$ cat config.mk
export PLATFORM = sky130hd
export DESIGN_NAME = fetch_unit_flat
export DESIGN_NICKNAME = d
export VERILOG_FILES = /design/src/rtl/fetch_unit_if.sv /design/src/rtl/fetch_unit.sv /design/src/flat_wrapper.sv
export SDC_FILE = /design/constraint.sdc
export NUM_CORES = 1
export LEC_CHECK = 0
export BUFFER_PORTS_ARGS = -buffer_cell sky130_fd_sc_hd__buf_2
export CAP_MARGIN = 40
export CORE_ASPECT_RATIO = 0.8
export CORE_MARGIN = 2
export CORE_UTILIZATION = 41
export CTS_CLUSTER_SIZE = 10
export DETAILED_ROUTE_END_ITERATION = 10
export PLACE_DENSITY_LB_ADDON = 0.2
export SLEW_MARGIN = 20
export SYNTH_ARGS = -nofsm -noshare
export SYNTH_HDL_FRONTEND = slang
export SYNTH_SLANG_ARGS = --single-unit
export TNS_END_PERCENT = 50
$ cat constraint.sdc
create_clock -name clk -period 4.1 [get_ports clk]
set_clock_uncertainty 0.05 [all_clocks]
set_input_delay 0.41 -clock clk [delete_from_list [all_inputs] [get_ports clk]]
set_output_delay 0.41 -clock clk [all_outputs]
set_load 0.005 [all_outputs]
$ cat src/rtl/fetch_unit_if.sv
// Fetch unit bus bundle: single-port memory read side plus the
// instruction valid/ready handshake toward decode.
interface fetch_unit_if;
   logic        mem_wr;
   logic [31:0] mem_addr;
   logic [31:0] mem_data_in;
   logic [31:0] mem_data_out;
   logic        mem_data_valid;
   logic        instr_valid;
   logic        instr_ready;
   logic [31:0] instr;
   logic [31:0] instr_pc;

   modport master (
      output mem_wr, mem_addr, mem_data_in, instr_valid, instr, instr_pc,
      input  mem_data_out, mem_data_valid, instr_ready
   );

   modport slave (
      input  mem_wr, mem_addr, mem_data_in, instr_valid, instr, instr_pc,
      output mem_data_out, mem_data_valid, instr_ready
   );
endinterface

$ cat src/rtl/fetch_unit.sv
// Instruction fetch requester: issues word reads from the PC, buffers returned
// words in a small shift FIFO and hands them to decode; redirect flushes everything.
module fetch_unit #(
   parameter logic [31:0] RESET_PC = 32'h0000_2000,
   parameter int unsigned DEPTH    = 2
) (
   input  logic         clk,
   input  logic         rst_n,
   fetch_unit_if.master bus,
   input  logic         redirect,
   input  logic [31:0]  redirect_pc
);
   localparam int unsigned   CW      = $clog2(DEPTH + 1);
   localparam logic [CW-1:0] DEPTH_C = CW'(DEPTH);

   typedef enum logic [1:0] {HOLD, ISSUE, WAIT} state_e;

   state_e        state_q, state_d;
   logic [31:0]   pc_q, pc_d;
   logic [CW-1:0] count_q, count_d;
   logic [31:0]   fifo_instr_q [DEPTH];
   logic [31:0]   fifo_instr_d [DEPTH];
   logic [31:0]   fifo_pc_q    [DEPTH];
   logic [31:0]   fifo_pc_d    [DEPTH];

   logic          pop;
   logic          push;
   logic [CW-1:0] count_after_pop;
   logic [CW-1:0] count_after;
   logic          unused_rpc_bits;

   assign unused_rpc_bits = ^redirect_pc[1:0];

   always_comb begin
      // NOTE: every variable written here gets a default first, so no path can infer a latch.
      state_d      = state_q;
      pc_d         = pc_q;
      count_d      = count_q;
      fifo_instr_d = fifo_instr_q;
      fifo_pc_d    = fifo_pc_q;

      pop             = (count_q != '0) && bus.instr_ready;
      // A response is only trusted in WAIT; in ISSUE/HOLD the valid may belong to an older read.
      push            = (state_q == WAIT) && bus.mem_data_valid;
      count_after_pop = count_q - CW'(pop);
      count_after     = count_after_pop + CW'(push);

      if (pop) begin
         for (int i = 0; i < int'(DEPTH) - 1; i++) begin
            fifo_instr_d[i] = fifo_instr_q[i+1];
            fifo_pc_d[i]    = fifo_pc_q[i+1];
         end
      end
      for (int i = 0; i < int'(DEPTH); i++) begin
         if (push && (count_after_pop == CW'(i))) begin
            fifo_instr_d[i] = bus.mem_data_out;
            fifo_pc_d[i]    = pc_q;
         end
      end
      count_d = count_after;

      case (state_q)
         ISSUE: state_d = WAIT;
         WAIT: begin
            if (push) begin
               pc_d    = pc_q + 32'd4;
               state_d = (count_after < DEPTH_C) ? ISSUE : HOLD;
            end
         end
         HOLD: begin
            if (count_after_pop < DEPTH_C) state_d = ISSUE;
         end
         default: state_d = ISSUE;
      endcase

      // Redirect wins: any pop or response in this cycle is discarded with the flush.
      if (redirect) begin
         state_d      = ISSUE;
         pc_d         = {redirect_pc[31:2], 2'b00};
         count_d      = '0;
         fifo_instr_d = fifo_instr_q;
         fifo_pc_d    = fifo_pc_q;
      end
   end

   always_ff @(posedge clk or negedge rst_n) begin
      if (!rst_n) begin
         state_q      <= ISSUE;
         pc_q         <= RESET_PC;
         count_q      <= '0;
         // NOTE: the FIFO storage is reset, not just the count, because its head drives instr/instr_pc directly.
         fifo_instr_q <= '{default: '0};
         fifo_pc_q    <= '{default: '0};
      end else begin
         // NOTE: non-blocking assignments so every flop samples pre-edge values together.
         state_q      <= state_d;
         pc_q         <= pc_d;
         count_q      <= count_d;
         fifo_instr_q <= fifo_instr_d;
         fifo_pc_q    <= fifo_pc_d;
      end
   end

   assign bus.mem_wr      = 1'b0;
   assign bus.mem_data_in = '0;
   assign bus.mem_addr    = pc_q;
   assign bus.instr_valid = (count_q != '0);
   assign bus.instr       = fifo_instr_q[0];
   assign bus.instr_pc    = fifo_pc_q[0];
endmodule

$ cat src/flat_wrapper.sv
// flat-port wrapper written by rule: the top's interface ports become plain ports
module fetch_unit_flat 
#(
   parameter logic [31:0] RESET_PC = 32'h0000_2000,
   parameter int unsigned DEPTH    = 2
)
  (clk, rst_n, redirect, redirect_pc, bus_mem_wr, bus_mem_addr, bus_mem_data_in, bus_instr_valid, bus_instr, bus_instr_pc, bus_mem_data_out, bus_mem_data_valid, bus_instr_ready);
  fetch_unit_if bus_i ();
  input  logic clk;
  input  logic rst_n;
  input  logic redirect;
  input  logic [31:0] redirect_pc;
  output wire logic [$bits(bus_i.mem_wr)-1:0] bus_mem_wr;
  output wire logic [$bits(bus_i.mem_addr)-1:0] bus_mem_addr;
  output wire logic [$bits(bus_i.mem_data_in)-1:0] bus_mem_data_in;
  output wire logic [$bits(bus_i.instr_valid)-1:0] bus_instr_valid;
  output wire logic [$bits(bus_i.instr)-1:0] bus_instr;
  output wire logic [$bits(bus_i.instr_pc)-1:0] bus_instr_pc;
  input wire logic [$bits(bus_i.mem_data_out)-1:0] bus_mem_data_out;
  input wire logic [$bits(bus_i.mem_data_valid)-1:0] bus_mem_data_valid;
  input wire logic [$bits(bus_i.instr_ready)-1:0] bus_instr_ready;
  assign bus_mem_wr = bus_i.mem_wr;
  assign bus_mem_addr = bus_i.mem_addr;
  assign bus_mem_data_in = bus_i.mem_data_in;
  assign bus_instr_valid = bus_i.instr_valid;
  assign bus_instr = bus_i.instr;
  assign bus_instr_pc = bus_i.instr_pc;
  assign bus_i.mem_data_out = bus_mem_data_out;
  assign bus_i.mem_data_valid = bus_mem_data_valid;
  assign bus_i.instr_ready = bus_instr_ready;
  fetch_unit #(.RESET_PC(RESET_PC), .DEPTH(DEPTH)) u_core (.clk(clk), .rst_n(rst_n), .bus(bus_i), .redirect(redirect), .redirect_pc(redirect_pc));
endmodule
==> flow_results.xml, run 1 <==
<?xml version="1.0" encoding="UTF-8"?>
<metrics>
  <group name="clock_tree">
    <metric name="ctsHtreeMaxLevel" unit="">4</metric>
    <metric name="max-clock-path-buffers" unit="">2</metric>
    <metric name="clk_transition_reported_paths" unit="ns">0.06</metric>
    <metric name="cts_bufs_inserted" unit="">17</metric>
    <metric name="buffer_cell_driving_the_clock_tree_root" unit="">clkbuf_16</metric>
    <metric name="cts_num_sinks" unit="">158</metric>
    <metric name="cts_resized" unit="">0</metric>
    <metric name="cts_tree" unit="">yes</metric>
    <metric name="clk_latency" unit="ns">0.43</metric>
  </group>
  <group name="sta">
    <metric name="finalCritPeriodShare" unit="">0.783</metric>
    <metric name="hold_slack" unit="ns">0.146</metric>
    <metric name="min_period" unit="ns">3.21</metric>
    <metric name="clock.fmax" unit="GHz">0.311</metric>
    <metric name="timing_max_transition_violations_final" unit="">0</metric>
    <metric name="final.setup.worst_slack" unit="ns">0.888</metric>
    <metric name="tns" unit="ns">0</metric>
    <metric name="slew_headroom" unit="">0.590</metric>
    <metric name="tightestPinTransition" unit="ns">0.614</metric>
    <metric name="rsz_0062_raised_after_global_routing" unit="">false</metric>
    <metric name="setup_viol" unit="">0</metric>
    <metric name="finalHoldViolCount" unit="">0</metric>
  </group>
  <group name="route">
    <metric name="drt_iter0_markers" unit="">249</metric>
    <metric name="drt_pass1_iterations" unit="">4</metric>
    <metric name="wirelength" unit="um">17900</metric>
    <metric name="vias_after_detailed_routing" unit="">5241</metric>
    <metric name="number_of_vias_per_cell" unit="">5.03</metric>
    <metric name="wl_per_cell" unit="um">17.2</metric>
    <metric name="remaining_drc_errors" unit="">0</metric>
    <metric name="postRouteAntennaNets" unit="">0</metric>
  </group>
  <group name="power">
    <metric name="power.density" unit="nW/um^2">574</metric>
    <metric name="ir_worst_vdd" unit="mV">0.224</metric>
    <metric name="total_leakage_power" unit="nW">4.61</metric>
  </group>
  <group name="job">
    <metric name="max_cap_violations" unit="">0</metric>
  </group>
  <group name="yosys">
    <metric name="yosys_warnings" unit="">0</metric>
    <metric name="post-synth-top-area-fraction" unit="">0.475</metric>
    <metric name="synth_largest_area_cell" unit="">dfrtp_1</metric>
    <metric name="yosysSeqAreaShare" unit="">0.481</metric>
    <metric name="edff_count_synth" unit="">0</metric>
    <metric name="postSynth.asyncResetShare" unit="">1.00</metric>
    <metric name="post_synth_main_area_contributors" unit="">dfrtp_1, mux2_2, buf_4, or4_1, buf_6</metric>
    <metric name="synth_ff_type" unit="">dfrtp_1</metric>
    <metric name="netlist_instances" unit="">676</metric>
    <metric name="syn-cell-area" unit="sq um">8220</metric>
    <metric name="synth_cell_types" unit="">46</metric>
    <metric name="synth-seq-cells" unit="">158</metric>
    <metric name="avgSynthCellArea" unit="sq um">12.2</metric>
  </group>
  <group name="placement">
    <metric name="gp_congestion" unit="">0.773</metric>
    <metric name="dp_hpwl" unit="um">12300</metric>
    <metric name="port-buffer-count" unit="">159</metric>
    <metric name="dpl_worst_slack" unit="ns">0.841</metric>
  </group>
  <group name="setup_path">
    <metric name="worst_ep_required_time" unit="ns">4.36</metric>
    <metric name="start_to_end_type_of_the_worst_setup_path" unit="">flop to flop</metric>
    <metric name="critical-path-slowest-cell" unit="">or3_4</metric>
    <metric name="slowest_delay" unit="ns">0.53</metric>
    <metric name="critical_path_buffer_and_inverter_count" unit="">3</metric>
    <metric name="endpoint_kind" unit="">flop</metric>
    <metric name="crit_arrival" unit="ns">3.47</metric>
    <metric name="path_delay_family" unit="">simple AND/OR/NAND/NOR gates</metric>
    <metric name="crit_path_cell_trace" unit="">or2_2 -&gt; nand2_1 -&gt; inv_1 -&gt; ha_1 -&gt; inv_1 -&gt; or3_4 -&gt; buf_4 -&gt; mux2_2 -&gt; mux2_2</metric>
    <metric name="r2r_slack" unit="ns">0.89</metric>
    <metric name="worst-path-max-fanout" unit="">36</metric>
    <metric name="category_of_the_worst_setup_path_launch_point" unit="">flop</metric>
  </group>
  <group name="floorplan">
    <metric name="die-width" unit="um">162</metric>
    <metric name="initial_utilization" unit="">0.417</metric>
    <metric name="die_h" unit="um">131</metric>
    <metric name="core_area" unit="sq um">19700</metric>
    <metric name="floorplan.rows" unit="">46</metric>
    <metric name="floorplan.io_pins" unit="">199</metric>
    <metric name="die_area" unit="sq um">21200</metric>
  </group>
  <group name="grt">
    <metric name="antenna_found_initial" unit="">1</metric>
    <metric name="grt_pass1_wl" unit="um">28400</metric>
    <metric name="grt_total_usage" unit="">0.172</metric>
    <metric name="maximum_number_of_pins_on_one_net_before_global_route_repair" unit="">75</metric>
    <metric name="first_global_vias" unit="">5257</metric>
    <metric name="grt_overflow_total" unit="">0</metric>
  </group>
  <group name="cells_and_area">
    <metric name="final_net_count" unit="">835</metric>
    <metric name="final_layout_size_suffix_gt1_frac" unit="">0.506</metric>
    <metric name="finish.utilization" unit="">0.467</metric>
    <metric name="layout.cells.most_common" unit="">mux2_2</metric>
    <metric name="syn2layout_area_growth" unit="%">12.2</metric>
    <metric name="mostFrequentLayoutCells" unit="">mux2_2, buf_2, dfrtp_1</metric>
  </group>
  <group name="worst_hold_path">
    <metric name="worst_hold_path_type" unit="">input port to flop</metric>
  </group>
  <group name="status">
    <metric name="run_status" unit="">completed</metric>
  </group>
</metrics>
[per-stage QoR]
step                      power [mW]  std cells  area, sq um
after floorplan                 3.51        712         8360
after global placement          3.65       1006         8590
after detailed placement        3.76       1007         8620
after CTS                       5.37       1040         9210
after global routing            5.63       1041         9230
final                           5.30       1042         9230
[report_power, final]
part	leakage, nW	internal [mW]	switching, mW
clock network	0.274	0.906	0.691
registers	2.09	2.02	0.271
logic	2.25	0.839	0.575
total	4.61	3.76	1.54
[cell families (layout without fill, tap and decap cells)]
kind of cell / count (synthesis) / count (layout) / share of synthesized area
simple gates: 115 / 115 / 0.0778
xor+xnor: 12 / 12 / 0.0128
fa+ha+maj: 2 / 2 / 0.00304
mux: 187 / 187 / 0.256
buf+inv: 146 / 211 / 0.125
compound gates: 55 / 55 / 0.0435
flops: 158 / 158 / 0.481
other cells: 1 / 38 / 0.000456
[what timing repair did]
| action | 4_1_cts | 5_1_grt |
|---|---|---|
| hold buffers | 1 | 0 |
| hold endpoints to repair | 25 | 0 |
| setup buffers | 0 | 0 |
[synth_stat cells (9+ instances only)]
master,count
a31oi_1,19
nand2_1,21
mux2_2,186
nor2_1,22
nand3_1,15
o31ai_1,11
buf_4,99
or4_1,19
buf_6,12
o21ai_0,17
dfrtp_1,156
inv_1,9
clkbuf_1,14
[worst register-to-register path, delay by kind of cell (launching register included)]
| family | cells | cell delay, ns |
|---|---|---|
| adders and majority gates | 1 | 0.35 |
| and+or+nand+nor | 3 | 0.97 |
| muxes | 2 | 0.65 |
| DFF | 1 | 0.40 |
| buffers and inverters | 3 | 0.67 |
[routing by layer]
metal / wire [um] / global-route usage / vias to the layer above
met3: 918 / 0.0426 / 14
met1: 8180 / 0.231 / 2633
met4: 246 / 0.0567 / 0
li1: - / - / 2461
met2: 8570 / 0.277 / 133
met5: 0 / 0 / -
[worst paths after layout]
| path | from | to | cells past startpoint |
|---|---|---|---|
| max | u_core.count_q[1] | u_core.bus.instr[8] | 9 |
| min | redirect_pc[2] | u_core.bus.mem_addr[2] | 3 |
| min in group asynchronous | rst_n | u_core.bus.instr_pc[12] | 2 |
| max in group asynchronous | rst_n | u_core.state_q[0] | 3 |
| min reg2reg | u_core.fifo_instr_q[16] | u_core.fifo_instr_q[16] | 1 |
| max reg2reg | u_core.count_q[1] | u_core.bus.instr[8] | 9 |
[flip-flops by register name, summed over array words and instances (netlist names)]
register / count
u_core.bus.instr: 32
u_core.state_q: 2
u_core.fifo_pc_q: 30
u_core.bus.instr_pc: 30
u_core.count_q: 2
u_core.fifo_instr_q: 32
u_core.bus.mem_addr: 30
[area by class of cell]
cell class                      instances  area, sq um
Fill cell                            1815        10500
Sequential cell                       158         3960
Multi-Input combinational cell        408         3380
Timing Repair Buffer                  169          928
Clock buffer                           17          425
Tap cell                              264          330
Clock inverter                         15          163
Inverter                               10         37.5
Antenna cell                            1         2.50
Note: power is estimated with default switching activity, not from simulation.
==> run 2: changes to the inputs <==
ABC_AREA = 1   (was default)
clock period = 3.3 ns   (was 4.1 ns; I/O delays follow)
==> flow_results.xml, run 2 <==
<?xml version="1.0" encoding="UTF-8"?>
<metrics>
  <group name="sta">
    <metric name="slew_headroom" unit="">0.563</metric>
    <metric name="tns" unit="ns">0</metric>
    <metric name="finalHoldViolCount" unit="">0</metric>
    <metric name="rsz_0062_raised_after_global_routing" unit="">false</metric>
    <metric name="hold_slack" unit="ns">0.0829</metric>
    <metric name="tightestPinTransition" unit="ns">0.656</metric>
    <metric name="clock.fmax" unit="GHz">0.447</metric>
    <metric name="finalCritPeriodShare" unit="">0.678</metric>
    <metric name="setup_viol" unit="">0</metric>
    <metric name="timing_max_transition_violations_final" unit="">0</metric>
    <metric name="min_period" unit="ns">2.24</metric>
  </group>
  <group name="floorplan">
    <metric name="die-width" unit="um">163</metric>
    <metric name="floorplan.io_pins" unit="">199</metric>
    <metric name="initial_utilization" unit="">0.419</metric>
    <metric name="die_area" unit="sq um">21400</metric>
    <metric name="core_area" unit="sq um">19900</metric>
    <metric name="die_h" unit="um">131</metric>
    <metric name="floorplan.rows" unit="">46</metric>
  </group>
  <group name="setup_path">
    <metric name="critical_path_depth" unit="">12</metric>
    <metric name="r2r_start" unit="">u_core.count_q[1]</metric>
    <metric name="slowest_delay" unit="ns">0.41</metric>
    <metric name="critical-path-slowest-cell" unit="">dfrtp_1</metric>
    <metric name="start_to_end_type_of_the_worst_setup_path" unit="">flop to flop</metric>
    <metric name="category_of_the_worst_setup_path_launch_point" unit="">flop</metric>
    <metric name="worst_ep_required_time" unit="ns">3.59</metric>
    <metric name="cpMostUsedCell" unit="">nand2_1</metric>
    <metric name="worst-path-max-fanout" unit="">57</metric>
    <metric name="ff2ff_path_depth" unit="">12</metric>
    <metric name="crit_arrival" unit="ns">2.53</metric>
    <metric name="r2r_slack" unit="ns">1.06</metric>
    <metric name="worstReg2RegEnd" unit="">u_core.bus.instr[16]</metric>
    <metric name="crit_path_cell_trace" unit="">inv_1 -&gt; nand2_1 -&gt; nand2_1 -&gt; inv_1 -&gt; ha_1 -&gt; nand2_1 -&gt; nor2_4 -&gt; nor2_1 -&gt; nor2_4 -&gt; buf_12 -&gt; nor2_1 -&gt; a21oi_1</metric>
    <metric name="endpoint_kind" unit="">flop</metric>
    <metric name="path_delay_family" unit="">simple AND/OR/NAND/NOR gates</metric>
    <metric name="critical_path_buffer_and_inverter_count" unit="">3</metric>
  </group>
  <group name="cells_and_area">
    <metric name="mostFrequentLayoutCells" unit="">nand2_1, buf_2, dfrtp_1</metric>
    <metric name="num_antenna_cells" unit="">0</metric>
    <metric name="syn2layout_area_growth" unit="%">12.3</metric>
    <metric name="post_layout_nonfiller_instances" unit="">1420</metric>
    <metric name="layout.cells.most_common" unit="">nand2_1</metric>
    <metric name="n_fill_cell" unit="">2032</metric>
    <metric name="final_layout_size_suffix_gt1_frac" unit="">0.180</metric>
    <metric name="finish.utilization" unit="">0.470</metric>
    <metric name="final_net_count" unit="">1215</metric>
  </group>
  <group name="yosys">
    <metric name="synth_commonest_cells" unit="">nand2_1, dfrtp_1, nor2_1</metric>
    <metric name="netlist_instances" unit="">1065</metric>
    <metric name="synth_compound_area_frac" unit="">0.145</metric>
    <metric name="synth-seq-cells" unit="">158</metric>
    <metric name="simple_gate_share_of_the_synthesized_area" unit="">0.208</metric>
    <metric name="post-synth-top-area-fraction" unit="">0.470</metric>
    <metric name="edff_count_synth" unit="">0</metric>
    <metric name="synth_cell_types" unit="">31</metric>
    <metric name="post-synth-top-count-cell" unit="">nand2_1</metric>
    <metric name="yosysSeqAreaShare" unit="">0.476</metric>
    <metric name="postSynth.asyncResetShare" unit="">1.00</metric>
    <metric name="post_synth_main_area_contributors" unit="">dfrtp_1, nand2_1, buf_4, o21ai_0, nor2_1</metric>
    <metric name="synth_top_family_by_area" unit="">simple AND/OR/NAND/NOR gates</metric>
    <metric name="avgSynthCellArea" unit="sq um">7.80</metric>
    <metric name="synth_largest_area_cell" unit="">dfrtp_1</metric>
    <metric name="yosys_warnings" unit="">0</metric>
    <metric name="synth_ff_type" unit="">dfrtp_1</metric>
    <metric name="post_synth_fa_ha_maj_area_fraction" unit="">0.00301</metric>
    <metric name="synth.mux.area_fraction" unit="">0</metric>
    <metric name="syn-cell-area" unit="sq um">8310</metric>
    <metric name="post_synth_xor_area_fraction" unit="">0.00527</metric>
  </group>
  <group name="grt">
    <metric name="grt_pass1_wl" unit="um">32300</metric>
    <metric name="first_global_vias" unit="">6135</metric>
    <metric name="grt_overflow_total" unit="">0</metric>
    <metric name="antenna_found_initial" unit="">0</metric>
    <metric name="grt_total_usage" unit="">0.190</metric>
    <metric name="maximum_number_of_pins_on_one_net_before_global_route_repair" unit="">125</metric>
  </group>
  <group name="clock_tree">
    <metric name="cts_bufs_inserted" unit="">17</metric>
    <metric name="cts_tree" unit="">yes</metric>
    <metric name="cts_num_sinks" unit="">158</metric>
    <metric name="clk_latency" unit="ns">0.42</metric>
    <metric name="ctsHtreeMaxLevel" unit="">4</metric>
    <metric name="clk_transition_reported_paths" unit="ns">0.07</metric>
    <metric name="buffer_cell_driving_the_clock_tree_root" unit="">clkbuf_16</metric>
    <metric name="max-clock-path-buffers" unit="">2</metric>
    <metric name="cts_setup_buffers" unit="">0</metric>
  </group>
  <group name="status">
    <metric name="run_status" unit="">completed</metric>
  </group>
  <group name="route">
    <metric name="remaining_drc_errors" unit="">0</metric>
    <metric name="wl_per_cell" unit="um">14.1</metric>
    <metric name="postRouteAntennaNets" unit="">0</metric>
    <metric name="drt_iter0_markers" unit="">504</metric>
    <metric name="wirelength" unit="um">20000</metric>
    <metric name="number_of_vias_per_cell" unit="">4.69</metric>
    <metric name="vias_after_detailed_routing" unit="">6665</metric>
    <metric name="drt_pass1_iterations" unit="">5</metric>
  </group>
  <group name="placement">
    <metric name="gp_congestion" unit="">0.857</metric>
    <metric name="dp_hpwl" unit="um">13700</metric>
    <metric name="dp.cells" unit="">1388</metric>
    <metric name="port-buffer-count" unit="">159</metric>
  </group>
  <group name="power">
    <metric name="ir_worst_vdd" unit="mV">0.328</metric>
    <metric name="total_leakage_power" unit="nW">4.48</metric>
    <metric name="power.density" unit="nW/um^2">737</metric>
  </group>
  <group name="worst_hold_path">
    <metric name="hold_path_startpoint" unit="">redirect_pc[11]</metric>
    <metric name="hold_path_end" unit="">u_core.bus.mem_addr[11]</metric>
    <metric name="worst_hold_path_type" unit="">input port to flop</metric>
    <metric name="whs_path_depth" unit="">3</metric>
  </group>
  <group name="job">
    <metric name="max_cap_violations" unit="">0</metric>
  </group>
</metrics>
run 2: worst max path at each step:
stage	from	end	slack [ns]
floorplan	u_core.count_q[1]	u_core.bus.instr[11]	1.40
global placement	u_core.count_q[1]	u_core.bus.instr[14]	1.09
detailed placement	u_core.count_q[1]	u_core.bus.instr[23]	1.06
CTS	u_core.count_q[1]	u_core.bus.instr[23]	1.04
global route	u_core.count_q[1]	u_core.bus.instr_pc[4]	0.85
finish	u_core.count_q[1]	u_core.bus.instr[16]	1.06
run 2: stage by stage:
| step | setup WS [ns] | total power, mW | cell area (sq um) |
|---|---|---|---|
| 2_1_floorplan | 1.40 | 4.58 | 8450 |
| 3_3_place_gp | 1.09 | 4.90 | 8740 |
| 3_5_place_dp | 1.06 | 4.96 | 8740 |
| 4_1_cts | 1.04 | 6.98 | 9330 |
| 5_1_grt | 0.853 | 7.40 | 9330 |
| 6_report | 1.06 | 6.87 | 9330 |
run 2: worst reg2reg max path, delay by kind of cell, from the launching register on:
| family | cells | cell delay, ns |
|---|---|---|
| flops | 1 | 0.41 |
| fa+ha+maj | 1 | 0.30 |
| compound gates | 1 | 0.13 |
| simple gates | 7 | 0.85 |
| buf+inv | 3 | 0.42 |
run 2: logic make-up after synthesis:
family | Yosys count
xor gates and xnor gates | 5
AOI/OAI and AO/OA | 226
adders and majority gates | 2
and+or+nand+nor | 432
DFF | 158
buffers and inverters | 241
other | 1
run 2: area by class of cell:
| type | count | area, sq um | share of cell area |
|---|---|---|---|
| tap | 264 | 330 | 0.0354 |
| clock inverter | 14 | 160 | 0.0172 |
| timing repair buffer | 171 | 957 | 0.103 |
| inverter | 94 | 353 | 0.0378 |
| sequential | 158 | 3960 | 0.424 |
| multi-input combinational | 702 | 3150 | 0.337 |
| clock buffer | 17 | 425 | 0.0456 |
run 2: power breakdown:
group	internal (mW)	switching [mW]	leakage, nW
clock network	1.13	0.854	0.279
logic	0.836	1.13	2.34
registers	2.57	0.356	1.86
run 2: metal layers:
metal / GRT usage / part of all wire / wire length [um] / up-vias
met4: 0.0516 / 0.012 / 238 / 0
met3: 0.0486 / 0.065 / 1290 / 15
met2: 0.271 / 0.42 / 8360 / 200
met5: 0 / 0 / 0 / -
met1: 0.285 / 0.50 / 10100 / 3036
li1: - / - / - / 3414
run 2: what timing repair did:
| action | 4_1_cts | 5_1_grt |
|---|---|---|
| hold buffers | 1 | 0 |
| endpoints found under the hold margin | 62 | 0 |
| gates resized for setup | 0 | 0 |
==> run 3: changes to the inputs <==
clock period = 1.86 ns   (was 3.3 ns; I/O delays follow)
==> flow_results.xml, run 3 (synthesis gave the netlist of run 2 again) <==
<?xml version="1.0" encoding="UTF-8"?>
<metrics>
  <group name="power">
    <metric name="power.density" unit="nW/um^2">1260</metric>
    <metric name="sw_frac_of_total" unit="">0.368</metric>
    <metric name="total_leakage_power" unit="nW">5.35</metric>
    <metric name="ir_worst_vdd" unit="mV">0.660</metric>
    <metric name="seq_power_share" unit="">0.377</metric>
    <metric name="power.share.clock" unit="">0.233</metric>
    <metric name="total_switching_power" unit="mW">5.34</metric>
    <metric name="intPower" unit="mW">9.19</metric>
    <metric name="share_comb_of_total_power" unit="">0.390</metric>
  </group>
  <group name="cells_and_area">
    <metric name="area_used_by_multi_input_combinational_logic" unit="sq um">3750</metric>
    <metric name="layout.cells.most_common" unit="">nand2_1</metric>
    <metric name="sequential_cell_area" unit="sq um">3960</metric>
    <metric name="final_net_count" unit="">1342</metric>
    <metric name="mostFrequentLayoutCells" unit="">nand2_1, buf_2, dfrtp_1</metric>
    <metric name="final_layout_size_suffix_gt1_frac" unit="">0.330</metric>
    <metric name="num_antenna_cells" unit="">0</metric>
    <metric name="finalInstanceArea" unit="sq um">11600</metric>
    <metric name="syn2layout_area_growth" unit="%">39.2</metric>
    <metric name="n_fill_cell" unit="">1748</metric>
  </group>
  <group name="floorplan">
    <metric name="core_area" unit="sq um">19900</metric>
    <metric name="die_h" unit="um">131</metric>
    <metric name="floorplan.rows" unit="">46</metric>
    <metric name="die-width" unit="um">163</metric>
    <metric name="initial_utilization" unit="">0.419</metric>
    <metric name="die_area" unit="sq um">21400</metric>
    <metric name="floorplan.io_pins" unit="">199</metric>
  </group>
  <group name="grt">
    <metric name="grt_pass1_wl" unit="um">36700</metric>
    <metric name="maximum_number_of_pins_on_one_net_before_global_route_repair" unit="">53</metric>
    <metric name="grt_total_usage" unit="">0.219</metric>
    <metric name="first_global_vias" unit="">6888</metric>
    <metric name="antenna_found_initial" unit="">0</metric>
    <metric name="grt_overflow_total" unit="">0</metric>
  </group>
  <group name="sta">
    <metric name="tightestPinTransition" unit="ns">0.561</metric>
    <metric name="final.setup.worst_slack" unit="ns">-0.160</metric>
    <metric name="min_period" unit="ns">2.02</metric>
    <metric name="slew_headroom" unit="">0.626</metric>
    <metric name="clock.fmax" unit="GHz">0.495</metric>
    <metric name="setup_viol" unit="">82</metric>
    <metric name="rsz_0062_raised_after_global_routing" unit="">true</metric>
    <metric name="timing_max_transition_violations_final" unit="">0</metric>
    <metric name="finalHoldViolCount" unit="">0</metric>
    <metric name="finalCritPeriodShare" unit="">1.09</metric>
  </group>
  <group name="route">
    <metric name="wirelength" unit="um">25500</metric>
    <metric name="remaining_drc_errors" unit="">0</metric>
    <metric name="drt_pass1_iterations" unit="">7</metric>
    <metric name="number_of_vias_per_cell" unit="">4.90</metric>
    <metric name="vias_after_detailed_routing" unit="">7584</metric>
    <metric name="postRouteAntennaNets" unit="">0</metric>
    <metric name="drt_iter0_markers" unit="">603</metric>
    <metric name="wl_per_cell" unit="um">16.5</metric>
  </group>
  <group name="clock_tree">
    <metric name="cts_tree" unit="">yes</metric>
    <metric name="cts_num_sinks" unit="">158</metric>
    <metric name="ctsHtreeMaxLevel" unit="">4</metric>
    <metric name="cts_bufs_inserted" unit="">17</metric>
    <metric name="clk_transition_reported_paths" unit="ns">0.07</metric>
    <metric name="clk_latency" unit="ns">0.43</metric>
    <metric name="max-clock-path-buffers" unit="">2</metric>
    <metric name="buffer_cell_driving_the_clock_tree_root" unit="">clkbuf_16</metric>
  </group>
  <group name="placement">
    <metric name="place_area" unit="sq um">9010</metric>
    <metric name="dpl_worst_slack" unit="ns">-0.170</metric>
    <metric name="port-buffer-count" unit="">159</metric>
    <metric name="dp_hpwl" unit="um">14800</metric>
    <metric name="gp_congestion" unit="">0.891</metric>
  </group>
  <group name="setup_path">
    <metric name="category_of_the_worst_setup_path_launch_point" unit="">flop</metric>
    <metric name="crit_arrival" unit="ns">2.33</metric>
    <metric name="start_to_end_type_of_the_worst_setup_path" unit="">flop to flop</metric>
    <metric name="slowest_delay" unit="ns">0.39</metric>
    <metric name="crit_path_cell_trace" unit="">inv_2 -&gt; nand2_2 -&gt; nand2_2 -&gt; inv_2 -&gt; ha_4 -&gt; nand2_4 -&gt; nor2_4 -&gt; buf_6 -&gt; buf_12 -&gt; buf_16 -&gt; o21ai_0 -&gt; a21oi_2</metric>
    <metric name="worst_ep_required_time" unit="ns">2.17</metric>
    <metric name="endpoint_kind" unit="">flop</metric>
    <metric name="critical-path-slowest-cell" unit="">dfrtp_1</metric>
    <metric name="worst-path-max-fanout" unit="">21</metric>
  </group>
  <group name="job">
    <metric name="max_cap_violations" unit="">0</metric>
  </group>
  <group name="status">
    <metric name="run_status" unit="">complete, but fails checks</metric>
    <metric name="failed_checks" unit="">negative setup slack</metric>
  </group>
  <group name="worst_hold_path">
    <metric name="worst_hold_path_type" unit="">input port to flop</metric>
  </group>
</metrics>
run 3: cell count changes in the layout (fill, tap and decap cells not counted), moves of 13 or more:
cell	before	now
a21oi_1	85	39
a21oi_2	0	46
buf_4	6	41
clkbuf_16	17	30
dlygate4sd3_1	1	55
nand2_1	247	220
nand2_2	0	23
nor2_1	129	72
nor2_2	0	25
nor2_4	3	35
o21ai_0	110	75
o21ai_1	3	32
run 3: timing repair:
action,in CTS,in global routing
pin swaps,7,11
endpoints found under the hold margin,94,3
endpoints found under the setup margin,107,140
gates cloned,8,15
hold buffers,52,3
buffers inserted,13,6
gates resized for setup,60,181
run 3: cell type report:
type,count,area share
Clock inverter,14,0.0108
Clock buffer,18,0.0380
Sequential cell,158,0.342
Tap cell,264,0.0285
Multi-Input combinational cell,702,0.325
Inverter,94,0.0307
Timing Repair Buffer,298,0.225
run 3: final timing paths:
| path | startpoint | end | cells past startpoint | slack [ns] |
|---|---|---|---|---|
| min in group asynchronous | rst_n | u_core.bus.instr[10] | 2 | 0.23 |
| max | u_core.count_q[0] | u_core.bus.instr[20] | 12 | -0.16 |
| max reg2reg | u_core.count_q[0] | u_core.bus.instr[20] | 12 | -0.16 |
| min | bus_mem_data_out[29] | u_core.fifo_instr_q[29] | 3 | 0.01 |
| min reg2reg | u_core.fifo_pc_q[22] | u_core.fifo_pc_q[22] | 2 | 0.44 |
| max in group asynchronous | rst_n | u_core.bus.instr_pc[17] | 3 | 0.83 |
run 3: critical path: cells and delay by family (launching register included):
kind | cells | cell delay [ns]
simple gates | 4 | 0.33
compound gates | 2 | 0.30
buf+inv | 5 | 0.59
fa+ha+maj | 1 | 0.28
flops | 1 | 0.39
run 3: per-stage QoR:
stage / power, mW / hold slack [ns] / util / instances / TNS (ns)
after global placement: 8.95 / 0.137 / 0.454 / 1421 / -5.70
after detailed placement: 9.06 / 0.139 / 0.454 / 1421 / -9.20
after floorplan: 8.14 / -0.160 / - / 1101 / 0
after CTS: 13.4 / 0.000954 / 0.537 / 1526 / -6.36
after global routing: 15.4 / 0.00862 / 0.583 / 1548 / -15.45
final: 14.5 / 0.0126 / 0.583 / 1548 / -8.08
run 3: routing by layer:
metal  vias to the layer above  share of wire  global-route usage
li1                       3686              -                   -
met1                      3622           0.46               0.318
met2                       249           0.46               0.336
met3                        27          0.059              0.0470
met4                         0          0.016              0.0462
met5                         -              0                   0
run 3: power by group through the flow:
stage | Sequential [mW] | Clock, mW | Combinational [mW]
detailed placement | 5.29 | 0 | 3.78
CTS | 5.28 | 3.44 | 4.68
floorplan | 5.11 | 0 | 3.02
global placement | 5.27 | 0 | 3.68
finish | 5.47 | 3.39 | 5.66
global route | 5.60 | 3.61 | 6.20
